===== src/rtl/switch_reverse_bank.sv =====
// Multi-switch reverse manager: a debounced active-low key steps a selection
// pointer on short presses and toggles the selected reverse flag on long presses.
module switch_reverse_bank #(
  parameter int NUM_SW       = 8,
  parameter int SEL_W        = $clog2(NUM_SW),
  parameter int TICK_CYCLES  = 50_000_000,
  parameter int HOLD_SECONDS = 2,
  parameter int DEB_CYCLES   = 500_000
) (
  input  logic              clk,
  input  logic              reset,
  input  logic              KeySwi,
  input  logic              EditMode,
  output logic [NUM_SW-1:0] SwiReverse,
  output logic [SEL_W-1:0]  SwiSel,
  output logic              LongHeld,
  output logic              ToggleStb
);

  localparam logic [1:0] S_IDLE  = 2'd0;
  localparam logic [1:0] S_PRESS = 2'd1;
  localparam logic [1:0] S_LONG  = 2'd2;

  localparam logic [31:0]      DEB_LAST  = 32'(DEB_CYCLES - 1);
  localparam logic [31:0]      TICK_LAST = 32'(TICK_CYCLES - 1);
  localparam logic [2:0]       SEC_LAST  = 3'(HOLD_SECONDS - 1);
  localparam logic [2:0]       SEC_MAX   = 3'(HOLD_SECONDS);
  localparam logic [SEL_W-1:0] SEL_LAST  = SEL_W'(NUM_SW - 1);

  logic              r_sync1;
  logic              r_ks;
  logic              r_kdb;
  logic              r_kdb_d;
  logic [31:0]       r_deb_cnt;
  logic [1:0]        r_state;
  logic [31:0]       r_tick;
  logic [2:0]        r_sec;
  logic [NUM_SW-1:0] r_rev;
  logic [SEL_W-1:0]  r_sel;
  logic              r_stb;

  logic              w_kfall;
  logic              w_krise;
  logic              w_tick_wrap;
  logic              w_reach_long;
  logic [NUM_SW-1:0] w_sel_mask;

  // Synchroniser and debouncer; everything idles at the released level.
  always_ff @(posedge clk or negedge reset) begin
    if (!reset) begin
      r_sync1   <= 1'b1;
      r_ks      <= 1'b1;
      r_kdb     <= 1'b1;
      r_kdb_d   <= 1'b1;
      r_deb_cnt <= '0;
    end else begin
      r_sync1 <= KeySwi;
      r_ks    <= r_sync1;
      r_kdb_d <= r_kdb;
      if (r_ks == r_kdb) begin
        r_deb_cnt <= '0;
      end else if (r_deb_cnt == DEB_LAST) begin
        r_kdb     <= r_ks;
        r_deb_cnt <= '0;
      end else begin
        r_deb_cnt <= r_deb_cnt + 32'd1;
      end
    end
  end

  assign w_kfall      = r_kdb_d & ~r_kdb;
  assign w_krise      = ~r_kdb_d & r_kdb;
  assign w_tick_wrap  = (r_tick == TICK_LAST);
  assign w_reach_long = w_tick_wrap && (r_sec == SEC_LAST);
  assign w_sel_mask   = {{(NUM_SW-1){1'b0}}, 1'b1} << r_sel;

  // Gesture FSM: EditMode dropping beats release, and release beats the long threshold.
  always_ff @(posedge clk or negedge reset) begin
    if (!reset) begin
      r_state <= S_IDLE;
      r_tick  <= '0;
      r_sec   <= '0;
      r_rev   <= '0;
      r_sel   <= '0;
      r_stb   <= 1'b0;
    end else begin
      r_stb <= 1'b0;
      case (r_state)
        S_IDLE: begin
          if (w_kfall && EditMode) begin
            r_state <= S_PRESS;
            r_tick  <= '0;
            r_sec   <= '0;
          end
        end
        S_PRESS: begin
          if (!EditMode) begin
            r_state <= S_IDLE;
            r_tick  <= '0;
            r_sec   <= '0;
          end else if (w_krise) begin
            r_sel   <= (r_sel == SEL_LAST) ? '0 : r_sel + SEL_W'(1);
            r_state <= S_IDLE;
            r_tick  <= '0;
            r_sec   <= '0;
          end else begin
            if (w_tick_wrap) begin
              r_tick <= '0;
              r_sec  <= (r_sec == SEC_MAX) ? SEC_MAX : r_sec + 3'd1;
            end else begin
              r_tick <= r_tick + 32'd1;
            end
            if (w_reach_long) begin
              r_state <= S_LONG;
            end
          end
        end
        S_LONG: begin
          if (!EditMode) begin
            r_state <= S_IDLE;
            r_tick  <= '0;
            r_sec   <= '0;
          end else if (w_krise) begin
            r_rev   <= r_rev ^ w_sel_mask;
            r_stb   <= 1'b1;
            r_state <= S_IDLE;
            r_tick  <= '0;
            r_sec   <= '0;
          end
        end
        default: begin
          r_state <= S_IDLE;
          r_tick  <= '0;
          r_sec   <= '0;
        end
      endcase
    end
  end

  assign SwiReverse = r_rev;
  assign SwiSel     = r_sel;
  assign LongHeld   = (r_state == S_LONG);
  assign ToggleStb  = r_stb;

endmodule


===== config.mk =====
export PLATFORM = sky130hd
export DESIGN_NAME = switch_reverse_bank
export DESIGN_NICKNAME = d
export VERILOG_FILES = /design/src/rtl/switch_reverse_bank.sv
export SDC_FILE = /design/constraint.sdc
export NUM_CORES = 1
export LEC_CHECK = 0
export CAP_MARGIN = 40
export CORE_ASPECT_RATIO = 1.75
export CORE_MARGIN = 2
export CORE_UTILIZATION = 50
export DETAILED_ROUTE_END_ITERATION = 6
export MAX_ROUTING_LAYER = met4
export PLACE_DENSITY = 0.74
export RECOVER_POWER = 50
export SETUP_SLACK_MARGIN = 0.3
export SKIP_CTS_REPAIR_TIMING = 1
export SLEW_MARGIN = 0
export SYNTH_ARGS = -nofsm -noshare
export SYNTH_HDL_FRONTEND = slang
export SYNTH_SLANG_ARGS = --single-unit

===== constraint.sdc =====
create_clock -name clk -period 4.45 [get_ports clk]
set_input_delay 0.445 -clock clk [delete_from_list [all_inputs] [get_ports clk]]
set_output_delay 0.445 -clock clk [all_outputs]
set_load 0.01 [all_outputs]

=== Word level (Yosys, flattened, before mapping) ===
Index checks and enable logic that the tools add are counted.

* $add $sub $neg: 4
* Multipliers: 0
* Div/mod/pow operators: 0
* $lt $le $gt $ge: 0
* Eq/ne operators: 12
* Shifts and indexed selects: 1
* Mux-type cells: 28
* Bitwise gates (word level): 6
* Reductions and logical operators: 9

{| class="wikitable"
|+ Operators with widths
! cell !! number
|-
| $mux W32 || 8
|-
| $pmux W32 S3 || 1
|-
| $add A32 B1 Y32 const B || 2
|-
| $eq A32 B19 Y1 const B || 1
|-
| $eq A32 B26 Y1 const B || 1
|-
| $mux W3 || 8
|-
| $mux W2 || 6
|-
| $reduce_and A3 Y1 || 4
|-
| $pmux W3 S3 || 1
|-
| $ne A4 B4 Y1 const B || 2
|-
| $shl A1 B3 Y8 const A || 1
|-
| $xor A8 B8 Y8 || 1
|-
| $add A3 B1 Y3 const B || 2
|-
| $pmux W2 S3 || 1
|-
| $reduce_and A2 Y1 || 2
|-
| $eq A3 B1 Y1 const B || 1
|-
| $eq A3 B2 Y1 const B || 1
|-
| $eq A3 B3 Y1 const B || 1
|-
| $mux W1 || 3
|-
| $ne A3 B2 Y1 const B || 1
|-
| $not A1 Y1 || 3
|-
| $and A1 B1 Y1 || 2
|-
| $eq A2 B1 Y1 const B || 1
|-
| $eq A2 B2 Y1 const B || 1
|-
| other kinds (4) || 5
|}

* Bits in registers: 85
* Latch bits: 0
* Memory bits (writable): 0
* Memory bits (read-only): 0
* Input port bits: 4
* Output and inout bits: 13
* Word-level logic and storage cells: 71
* Memories: 0

=== Logic depth before layout (Yosys ltp) ===
* Depth after elaboration: 6
* Depth in mapped cells: 7
* Mapped depth without buffers: 6

=== Worst setup path after synthesis ===
No wires, ideal clock.

* Path kind: flip-flop to flip-flop
* Start point: register r_tick[0]
* End point: register r_tick[30]
* Library setup time: 73 ps
* Arrival: 1931 ps
* Required time: 4377 ps
* Setup slack: 2446 ps
* Stages on the path, launching flop included: 7
* Buffers on the path: 0
* Period minus slack after synthesis: 2004 ps
* Cell sequence: dfrtp_1 ha_1 nand2_2 or4_1 a211oi_2 or4b_1 a21oi_2

* Longest elaborated chain between the ends: 5
* Elaborated cells on any way between the ends: 6
* Classes of those cells: 1 x add/sub; 1 x eq/ne; 4 x mux

{| class="wikitable"
|+ Ends and longest elaborated chain
! what !! line !! RTL
|-
| start, declared || 36 || <nowiki>logic [31:0] r_tick;</nowiki>
|-
| start signal, assigned || 111 || <nowiki>r_tick <= r_tick + 32'd1;</nowiki>
|-
| $add A32 B1 Y32 or $eq A32 B26 Y1 (tied branches) || 111, 73 ||
|-
| $mux W32 * || 107 || <nowiki>if (w_tick_wrap) begin</nowiki>
|-
| $mux W32 * || 101 || <nowiki>end else if (w_krise) begin</nowiki>
|-
| $mux W32 * || 97 || <nowiki>if (!EditMode) begin</nowiki>
|-
| $pmux W32 S3 * || 88 || <nowiki>case (r_state)</nowiki>
|}

Mark *: on every way between the ends. The rest lies on a longest branch, timed or not.
A chain may end at the register's enable or synchronous reset.

=== Final worst setup path ===
* Start point: register r_kdb
* End point: register r_tick[25]

* Longest elaborated chain between the ends: 5
* Elaborated cells on any way between the ends: 10
* Classes of those cells: 2 x eq/ne; 3 x mux; 3 x bitwise; 2 x reduce/logical

{| class="wikitable"
|+ Ends and longest elaborated chain
! what !! line !! RTL
|-
| start, declared || 32 || <nowiki>logic r_kdb;</nowiki>
|-
| start signal, assigned || 63 || <nowiki>r_kdb <= r_ks;</nowiki>
|-
| branches (longest 5 deep; another with $mux W32) || n/a ||
|}

Parallel ways; which one is timed is not known.

==> metrics.md <==
| Metric | Value |
|---|---|
| Run status | `finished with violations` |
| Failing checks | `max-capacitance violations, max-slew violations` |
| Crit Path Class | `flip-flop to flip-flop` |
| Vias per inst | `5.96` |
| Commonest register cell after synthesis | `dfrtp_1` |
| Sequential cell area | `2130 µm²` |
| Period Utilization, post-route | `58.4%` |
| F_max | `385 MHz` |
| Post-Route WL | `9550 µm` |
| Final setup vio count | `0` |
| Fill count | `770` |
| Cell count after synthesis | `448` |
| First-pass GRT wire length | `16200 µm` |
| Max clock buf depth | `2` |
| Antenna-violating nets left | `0` |
| Non-Filler Instances | `585` |
| TritonRoute pass-1 iters | `5` |
| R2R Path End | `r_tick[25]` |
| Hpwl dp | `6810 µm` |
| Grt ovf | `0` |
| Worst skew pair latency | `340 ps` |
| Tmin final | `2600 ps` |
| Required @ worst endpoint | `4710 ps` |
| Die ar. | `9750 µm²` |
| Final GP Congestion | `0.857` |
| Vias | `3485` |
| DR DRC count | `0` |
| Initial antenna violation count | `0` |
| Critical path fanouts, max | `12` |
| M3 GR Usage | `4.67%` |
| Distinct cells, synth | `62` |
| RSZ-0062 raised after global routing | `false` |
| Vias in the first global route | `3501` |
| Synth top area cells | `dfrtp_1 (45%), xnor2_1 (5.1%), xor2_1 (4.9%), nor2_1 (4.1%), nand3_1 (3.1%)` |
| DR WL/cell | `16.3 µm` |
| Slowest-stage cell, CP | `or4_1` |
| Pre-CTS setup slack | `1700 ps` |
| CP endpoint kind | `flip-flop` |
| Total negative slack | `0 ps` |
| Die width | `75.5 µm` |
| Post-synth ARST share | `100%` |
| Rows | `45` |
| Syn_area_per_cell | `9.99 µm²` |
| Slew Limit Fails | `41` |
| Largest net degree at the start of global routing | `46` |
| Clock skew | `9.73 ps` |
| Worst-path clk slew | `60 ps` |
| R2R depth | `5` |
| Met2 usage | `38.0%` |
| Worst VDD drop | `0.000249 V` |
| Mapped Area | `4470 µm²` |
| Worst-Margin Slew | `2360 ps` |
| Share of post-route cells with drive strength above 1 | `9.83%` |
| Layout Nets | `478` |
| Clock tree from TritonCTS | `yes` |
| Hold WS | `411 ps` |
| Worst hold path endpoint | `r_ks` |
| H-Tree Depth | `3` |
| Lkg Pwr | `2.05 nW` |
| Mapped Nets | `463` |
| Busiest grt layer | `met2` |
| Startpoint class of the critical path | `flip-flop` |
| # port buffers | `16` |
| Area of the core | `8670 µm²` |
| Starting Density | `51.6%` |
| Final Hold Viols | `0` |
| Commonest cells in the netlist | `dfrtp_1 (81), nor2_1 (49), nand2_1 (29)` |
| Most common cell in the synthesized netlist | `dfrtp_1` |
| Synth-to-Final Area Change | `12.9%` |
| Hold Crit Start | `r_sync1` |
| Crit path cell chain | `nand2b_1 > a21boi_2 > o2111ai_1 > or4_1 > a21oi_1` |
| CTS Sinks | `85` |
| PwrDens | `309 nW/µm²` |
| Gr usage total | `22.3%` |
| Root Driver | `clkbuf_16` |
| Max Cap Viol | `1` |
| CP max stage delay | `610 ps` |
| Drt first-iter violations | `225` |
| Min-delay worst type | `flip-flop to flip-flop` |
| Dpl cells | `569` |
| Leading area contributor after synthesis | `dfrtp_1` |
| Sequential area share after synthesis | `47.7%` |
| Tot Pwr | `1.56 mW` |
| Synthesis warning total | `0` |
| I/O pins | `17` |
| Critical Path AT | `2860 ps` |
| Hold Crit Depth | `0` |
| Synthesized flop and latch total | `85` |
| Number of flops mapped to enable cells by yosys | `0` |
| Worst reg2reg startpoint | `r_kdb` |
| R2r setup slk | `1850 ps` |
| # diodes | `0` |
| Multi-input logic area | `2190 µm²` |
| Synth top area share | `45.3%` |
| GR Util met1 | `24.0%` |
| Setup WS post-layout | `1850 ps` |
| Die Y | `129 µm` |
| CTS buffer count | `9` |
| Max_slew headroom | `-57.4%` |
## metal layers
metal | vias up | wire length, µm
met5 | - | 0
met4 | 0 | 264
met3 | 21 | 275
met2 | 73 | 5280
met1 | 1753 | 3730
li1 | 1638 | -
## stage by stage
step | cell area [µm²] | utilization (%)
2_1_floorplan | 4470 | -
3_3_place_gp | 4700 | 54.2
3_5_place_dp | 4760 | 54.9
4_1_cts | 5060 | 58.3
5_1_grt | 5050 | 58.3
6_report | 5050 | 58.3
## power by group
| part | switching [mW] | internal [mW] |
|---|---|---|
| sequential | 0.00529 | 0.778 |
| clock | 0.308 | 0.428 |
| combinational | 0.0284 | 0.0120 |
| total | 0.342 | 1.22 |
## registers in the layout (all words and copies together), names as in the netlist
register	count
r_state	2
r_kdb	1
r_sec	3
r_kdb_d	1
SwiReverse	8
ToggleStb	1
SwiSel	3
r_ks	1
r_sync1	1
r_deb_cnt	32
r_tick	32
## critical path: cells and delay by family (launching register included)
family,cells,cell delay (ps)
compound gates,3,1100
flops,1,600
simple gates,2,810
## layout make-up
| class | count | share of cell area, % |
|---|---|---|
| Clock buffer | 13 | 5.35 |
| Clock inverter | 3 | 0.520 |
| Inverter | 18 | 1.34 |
| Multi-Input combinational cell | 330 | 43.4 |
| Sequential cell | 85 | 42.2 |
| Tap cell | 117 | 2.90 |
| Timing Repair Buffer | 19 | 4.28 |
## cells in the final DEF (no fill, tap or decap), types with 3 or more instances in the layout
master | synthesis | routed
a211oi_1 | 6 | 6
a21oi_1 | 15 | 15
a21oi_2 | 4 | 4
and3_1 | 6 | 6
and4_1 | 6 | 6
clkbuf_16 | 0 | 9
clkbuf_8 | 0 | 3
clkdlybuf4s50_1 | 0 | 13
dfrtp_1 | 81 | 81
ha_1 | 11 | 11
inv_1 | 18 | 18
nand2_1 | 29 | 29
nand3_1 | 28 | 28
nand4_1 | 16 | 16
nor2_1 | 49 | 49
nor2_2 | 6 | 6
nor3_1 | 6 | 6
nor4_1 | 9 | 9
nor4b_1 | 4 | 4
o2111ai_1 | 5 | 5
o211ai_1 | 3 | 3
o21ai_0 | 16 | 16
o31ai_1 | 6 | 6
or3_1 | 11 | 11
or4_1 | 7 | 7
xnor2_1 | 26 | 26
xor2_1 | 25 | 25
## logic make-up after synthesis
kind of cell,count (synthesis),share of synthesized area [%]
and+or+nand+nor,196,24.1
DFF,85,47.7
AOI/OAI and AO/OA,71,11.6
xor gates and xnor gates,51,9.98
buffers and inverters,33,3.33
adders and majority gates,11,3.08
muxes,1,0.252
## worst max-delay path by stage
stage	from	slack, ps	cells past startpoint	end
after floorplan	r_tick[0]	2450	6	r_tick[30]
after global placement	r_tick[10]	1650	5	r_sec[1]
after detailed placement	EditMode	1700	5	r_tick[25]
after CTS	r_kdb	1920	5	r_tick[25]
after global routing	r_kdb	1700	5	r_tick[25]
final	r_kdb	1850	5	r_tick[25]
No activity file was read; power rests on OpenSTA's default activity.
